===== src/rtl/block_accumulator.sv =====
// block_accumulator: reduces one streamed block of 32-bit products to a sum and a max.
// Optional max tracking is built only when BLOCK_ACCUMULATOR_MAX_EN is defined.
module block_accumulator #(
  parameter int BLOCK_LEN = 64,
  parameter int TIMEOUT   = 256
) (
  input  logic        CLK,
  input  logic        rst,
  input  logic        EN_start,
  output logic        RDY_start,
  output logic        EN_blockRead,
  input  logic        VALID_memVal,
  input  logic [31:0] memVal_data,
  output logic        VALID_result,
  output logic [37:0] result_sum,
  output logic [31:0] result_max,
  output logic        ERR_timeout
);

  localparam int CW = (BLOCK_LEN > 1) ? $clog2(BLOCK_LEN) : 1;
  localparam int IW = $clog2(TIMEOUT + 1);
  localparam logic [CW-1:0] LAST_WORD  = CW'(BLOCK_LEN - 1);
  localparam logic [IW-1:0] IDLE_LIMIT = IW'(TIMEOUT - 1);

  typedef enum logic [1:0] {
    IDLE,
    REQ,
    COLLECT,
    DONE
  } state_t;

  state_t state;
  state_t state_nxt;

  logic [CW-1:0] word_cnt;
  logic [IW-1:0] idle_cnt;
  logic [37:0]   acc_sum;
  logic [37:0]   sum_q;
  logic          valid_q;
  logic          err_q;

  logic take_word;
  logic last_word;
  logic timed_out;

  assign take_word = (state == COLLECT) && VALID_memVal;
  assign last_word = take_word && (word_cnt == LAST_WORD);
  assign timed_out = (state == COLLECT) && !VALID_memVal
                     && (idle_cnt == IDLE_LIMIT);

  // Handshake outputs are forced low during the reset cycle itself.
  assign RDY_start    = (state == IDLE) && !rst;
  assign EN_blockRead = (state == REQ) && !rst;
  assign VALID_result = valid_q;
  assign ERR_timeout  = err_q;
  assign result_sum   = sum_q;

  always_ff @(posedge CLK) begin
    if (rst) begin
      state <= IDLE;
    end else begin
      state <= state_nxt;
    end
  end

  always_comb begin
    state_nxt = state;
    unique case (state)
      IDLE: begin
        if (EN_start) begin
          state_nxt = REQ;
        end
      end
      REQ: begin
        state_nxt = COLLECT;
      end
      COLLECT: begin
        if (last_word) begin
          state_nxt = DONE;
        end else if (timed_out) begin
          state_nxt = IDLE;
        end
      end
      DONE: begin
        state_nxt = IDLE;
      end
      default: begin
        state_nxt = IDLE;
      end
    endcase
  end

  always_ff @(posedge CLK) begin
    if (rst) begin
      word_cnt <= '0;
      idle_cnt <= '0;
      acc_sum  <= '0;
      sum_q    <= '0;
      valid_q  <= 1'b0;
      err_q    <= 1'b0;
    end else begin
      valid_q <= 1'b0;
      err_q   <= 1'b0;
      unique case (state)
        REQ: begin
          word_cnt <= '0;
          idle_cnt <= '0;
          acc_sum  <= '0;
        end
        COLLECT: begin
          if (take_word) begin
            acc_sum  <= acc_sum + {6'd0, memVal_data};
            word_cnt <= word_cnt + 1'b1;
            idle_cnt <= '0;
          end else begin
            idle_cnt <= idle_cnt + 1'b1;
          end
          if (timed_out) begin
            err_q <= 1'b1;
          end
        end
        DONE: begin
          sum_q   <= acc_sum;
          valid_q <= 1'b1;
        end
        default: begin
        end
      endcase
    end
  end

`ifdef BLOCK_ACCUMULATOR_MAX_EN
  logic [31:0] acc_max;
  logic [31:0] max_q;

  assign result_max = max_q;

  // Strict compare: an equal word leaves the running max alone.
  always_ff @(posedge CLK) begin
    if (rst) begin
      acc_max <= '0;
      max_q   <= '0;
    end else begin
      unique case (state)
        REQ: begin
          acc_max <= '0;
        end
        COLLECT: begin
          if (take_word && (memVal_data > acc_max)) begin
            acc_max <= memVal_data;
          end
        end
        DONE: begin
          max_q <= acc_max;
        end
        default: begin
        end
      endcase
    end
  end
`else
  assign result_max = '0;
`endif

endmodule


===== config.mk =====
export PLATFORM = sky130hd
export DESIGN_NAME = block_accumulator
export DESIGN_NICKNAME = d
export VERILOG_FILES = /design/src/rtl/block_accumulator.sv
export SDC_FILE = /design/constraint.sdc
export NUM_CORES = 1
export LEC_CHECK = 0
export ABC_AREA = 1
export BUFFER_PORTS_ARGS = -buffer_cell sky130_fd_sc_hd__buf_4
export CORE_AREA = 3 3 152 154
export CTS_BUF_LIST = sky130_fd_sc_hd__clkbuf_8
export DETAILED_ROUTE_END_ITERATION = 6
export DIE_AREA = 0 0 155 157
export PLACE_DENSITY = 0.57
export SLEW_MARGIN = 30
export SYNTH_ARGS = -nofsm -noshare
export SYNTH_HDL_FRONTEND = slang
export SYNTH_SLANG_ARGS = --single-unit

===== constraint.sdc =====
create_clock -name CLK -period 2.34 [get_ports CLK]
set_input_delay 0.351 -clock CLK [delete_from_list [all_inputs] [get_ports CLK]]
set_output_delay 0.351 -clock CLK [all_outputs]
set_load 0.02 [all_outputs]

==> out/metrics.csv <==
stage,metric,value,unit
run_status,status,completed,
place,RD Place Congestion,0.895,
hold_path,Hold Path Depth,4,
hold_path,hold crit path type,in -> reg,
global_routing,first-pass GRT wire length,30.0,mm
die,initial core utilization,29.8,%
job,Max-Cap Viols,0,
setup_path,CP cell instances,"ha_2, inv_1, fa_1, inv_1, nand3_1, nand3_2, nand2_1, nand3_2, nand3_1, nand3b_1, nand3_1, a21oi_2",
setup_path,worst reg2reg setup slack,0.24,ns
finish,ratio of cells with drive above 1 in the final layout,14.8,%
die,die area,24300,um^2
yosys,post-synthesis cell type with the largest combined area,dfxtp_1,
global_routing,Global Route Usage Sum,15.1,%
sta,clk_skew,0.0188,ns
yosys,post-synth cell types,41,
detailed_routing,WL final,18.1,mm
power_and_ir_drop,Pleak,3.89,nW
sta,"Hold Vio Cnt, Final",0,
yosys,synth warn,0,
clock_network,maximum clock path buffer count,2,
detailed_routing,# DRC,0,
yosys,Post-Syn Area,6490,um^2
setup_path,startpoint types,register,
sta,Worst Tran Pin Value,0.647,ns
power_and_ir_drop,clock share of power,22.8,%
sta,Slew HR,56.6,%
yosys,fraction of registers with async set/reset,0,%
detailed_routing,Final ANT Viol Nets,0,
setup_path,CP arrival,2.43,ns
power_and_ir_drop,switching power,2.13,mW
global_routing,grt total ovfl,0,
power_and_ir_drop,power share of the sequential group,37.6,%
power_and_ir_drop,maximum resistive drop on vdd,428,uV
power_and_ir_drop,Switching Share,41.4,%
setup_path,top cell family by delay on the critical path,simple AND/OR/NAND/NOR gates,
sta,Slew Limit Fails,0,
sta,fin crit share,89.7,%
setup_path,Reg-to-Reg End,acc_sum[28]$_SDFFE_PP0P_,
sta,crit path time final,2.10,ns
sta,final setup TNS,0,ns
setup_path,origin of the critical flop-to-flop path,acc_sum[0]$_SDFFE_PP0P_,
place,Post-DP HPWL,14.3,mm
setup_path,Critical Path RT,2.67,ns
global_routing,pin count of the biggest net entering global routing,45,
setup_path,"Max stage delay cell, worst path",fa_1,
power_and_ir_drop,Comb power frac,39.6,%
power_and_ir_drop,internal power,3.02,mW
yosys,"Seq/Total Area, Yosys",29.3,%
die,# IOs,110,
detailed_routing,Starting DRT DRC Count,284,
clock_network,htree depth,3,
finish,nets,1185,
setup_path,most frequent CP cell,nand3_1,
sta,Max Clk Rate,0.477,GHz
global_routing,vias in the first global route,5989,
yosys,synth top area cells,"dfxtp_1 (29%), nand2_1 (16%), inv_1 (7.9%)",
die,Core Region,21800,um^2
yosys,Gate Count Post-Synth,1033,
hold_path,Hold Path Sink,ERR_timeout$_SDFF_PP0_,
die,die extent in y,157,um
yosys,Synth top cells by count,"nand2_1 (282), inv_1 (136), nor2_1 (117), dfxtp_1 (95), a21oi_1 (86)",
setup_path,crit path capture type,register,
yosys,syn avg cell area,6.29,um^2
clock_network,cts bufs inserted,9,
setup_path,CP Max Fanout,5,
sta,unrepaired setup endpoints after global routing,no,
clock_network,Post-CTS Repair Setup Buffers,0,
setup_path,CP Class,reg -> reg,
finish,Area growth syn-to-layout,15.7,%
yosys,number of synthesized flops with an enable pin,0,
yosys,Synth Register Bits,95,
setup_path,CP bufs+invs,2,
clock_network,CTS root buf,clkbuf_8,
die,Site Rows,54,
sta,endpoints failing setup,0,
finish,fin util,34.4,%
clock_network,"Clk pin slew, worst setup/hold paths",0.11,ns
place,Port Buf Inserts,77,
global_routing,initial antenna violation count,0,
die,die width,155,um
power_and_ir_drop,PD cells,686,nW/um^2
clock_network,CTS tree,yes,
finish,n_diodes,0,
setup_path,R2R depth,12,
detailed_routing,via count,6139,
detailed_routing,Via density,4.41,
clock_network,clk_lat worst skew,0.40,ns
yosys,"count leader, synth",nand2_1,
hold_path,HP Start,VALID_memVal,
detailed_routing,Detailed Routing Iterations Pass 1,5,
yosys,top-area cell type share of the netlist area,29.3,%
detailed_routing,DR WL/cell,13.0,um
clock_network,CTS sink cnt,95,
yosys,top_reg_cell synth,dfxtp_1,
clock_network,hold buffer count at CTS,0,
setup_path,max incr delay on CP,0.39,ns
## placed cells by master (no fill, tap or decap), types with 13 or more instances in the layout
cell / count
conb_1: 32
buf_4: 87
nor2_2: 13
ha_1: 39
nand2_1: 282
o21ai_0: 59
nor3_1: 13
inv_1: 137
nand3_1: 44
a21oi_1: 86
dfxtp_1: 95
nor2_1: 117
nand2_2: 25
## logic make-up (layout without fill, tap and decap cells)
| group | after synthesis | after routing | synth area share [%] |
|---|---|---|---|
| and+or+nand+nor | 528 | 528 | 35.3 |
| buffers and inverters | 203 | 252 | 13.8 |
| AOI/OAI and AO/OA | 165 | 165 | 13.5 |
| DFF | 95 | 95 | 29.3 |
| adders and majority gates | 41 | 41 | 8.02 |
| other | 1 | 32 | 0.0577 |
## flip-flops by register name, summed over array words and instances, names as in the netlist
signal / flops
state: 2
idle_cnt: 9
word_cnt: 6
acc_sum: 38
ERR_timeout: 1
result_sum: 38
VALID_result: 1
## timing repair
item / in CTS / in global routing
setup endpoints to repair: 0 / 2
gates resized for setup: 0 / 1
endpoints found under the hold margin: 0 / 0
## routing by layer
layer	GRT usage [%]	vias to the layer above	share of wire, %
met3	3.60	11	4.2
met2	25.3	105	46
li1	-	3338	-
met4	2.82	0	0.80
met1	20.1	2685	49
met5	0	-	0
## worst register-to-register path, stage by stage, from the launching register on
cell	delay [ns]
dfxtp_1	0.37
ha_2	0.22
inv_1	0.06
fa_1	0.39
inv_1	0.09
nand3_1	0.08
nand3_2	0.11
nand2_1	0.08
nand3_2	0.13
nand3_1	0.15
nand3b_1	0.12
nand3_1	0.09
a21oi_2	0.14
## power groups by stage
stage	Clock, mW	Sequential [mW]	Combinational (mW)
floorplan	0	2.09	1.29
global placement	0	1.97	2.05
detailed placement	0	1.98	2.07
CTS	1.23	1.94	2.07
global route	1.29	1.97	2.31
finish	1.18	1.94	2.04
## worst max-delay path by stage
| stage | start | endpoint | slack (ns) | cells after the start |
|---|---|---|---|---|
| global placement | memVal_data[0] | acc_sum[28]$_SDFFE_PP0P_ | 0.14 | 13 |
| floorplan | memVal_data[0] | acc_sum[32]$_SDFFE_PP0P_ | 0.48 | 15 |
| detailed placement | memVal_data[0] | acc_sum[16]$_SDFFE_PP0P_ | 0.17 | 14 |
| finish | acc_sum[0]$_SDFFE_PP0P_ | acc_sum[28]$_SDFFE_PP0P_ | 0.24 | 12 |
| global route | acc_sum[0]$_SDFFE_PP0P_ | acc_sum[28]$_SDFFE_PP0P_ | 0.03 | 12 |
| CTS | acc_sum[0]$_SDFFE_PP0P_ | acc_sum[28]$_SDFFE_PP0P_ | 0.21 | 12 |
## metrics by stage
step                total power, mW  instances  cell area [um^2]  setup slack, ns  hold slack, ns
detailed placement             4.04       1377              7310            0.174           0.452
CTS                            5.24       1393              7510            0.211           0.232
global route                   5.57       1393              7510           0.0339           0.272
finish                         5.16       1393              7510            0.241           0.243
floorplan                      3.39       1064              6610            0.482           0.423
global placement               4.03       1377              7310            0.143           0.446
## cell type report
cell class,instances,area [um^2]
Clock buffer,9,124
Clock inverter,7,80.1
Fill cell,2455,14300
Inverter,147,552
Multi-Input combinational cell,766,3810
Sequential cell,95,1900
Tap cell,280,350
Timing Repair Buffer,89,693
No activity file was read; power rests on OpenSTA's default activity.
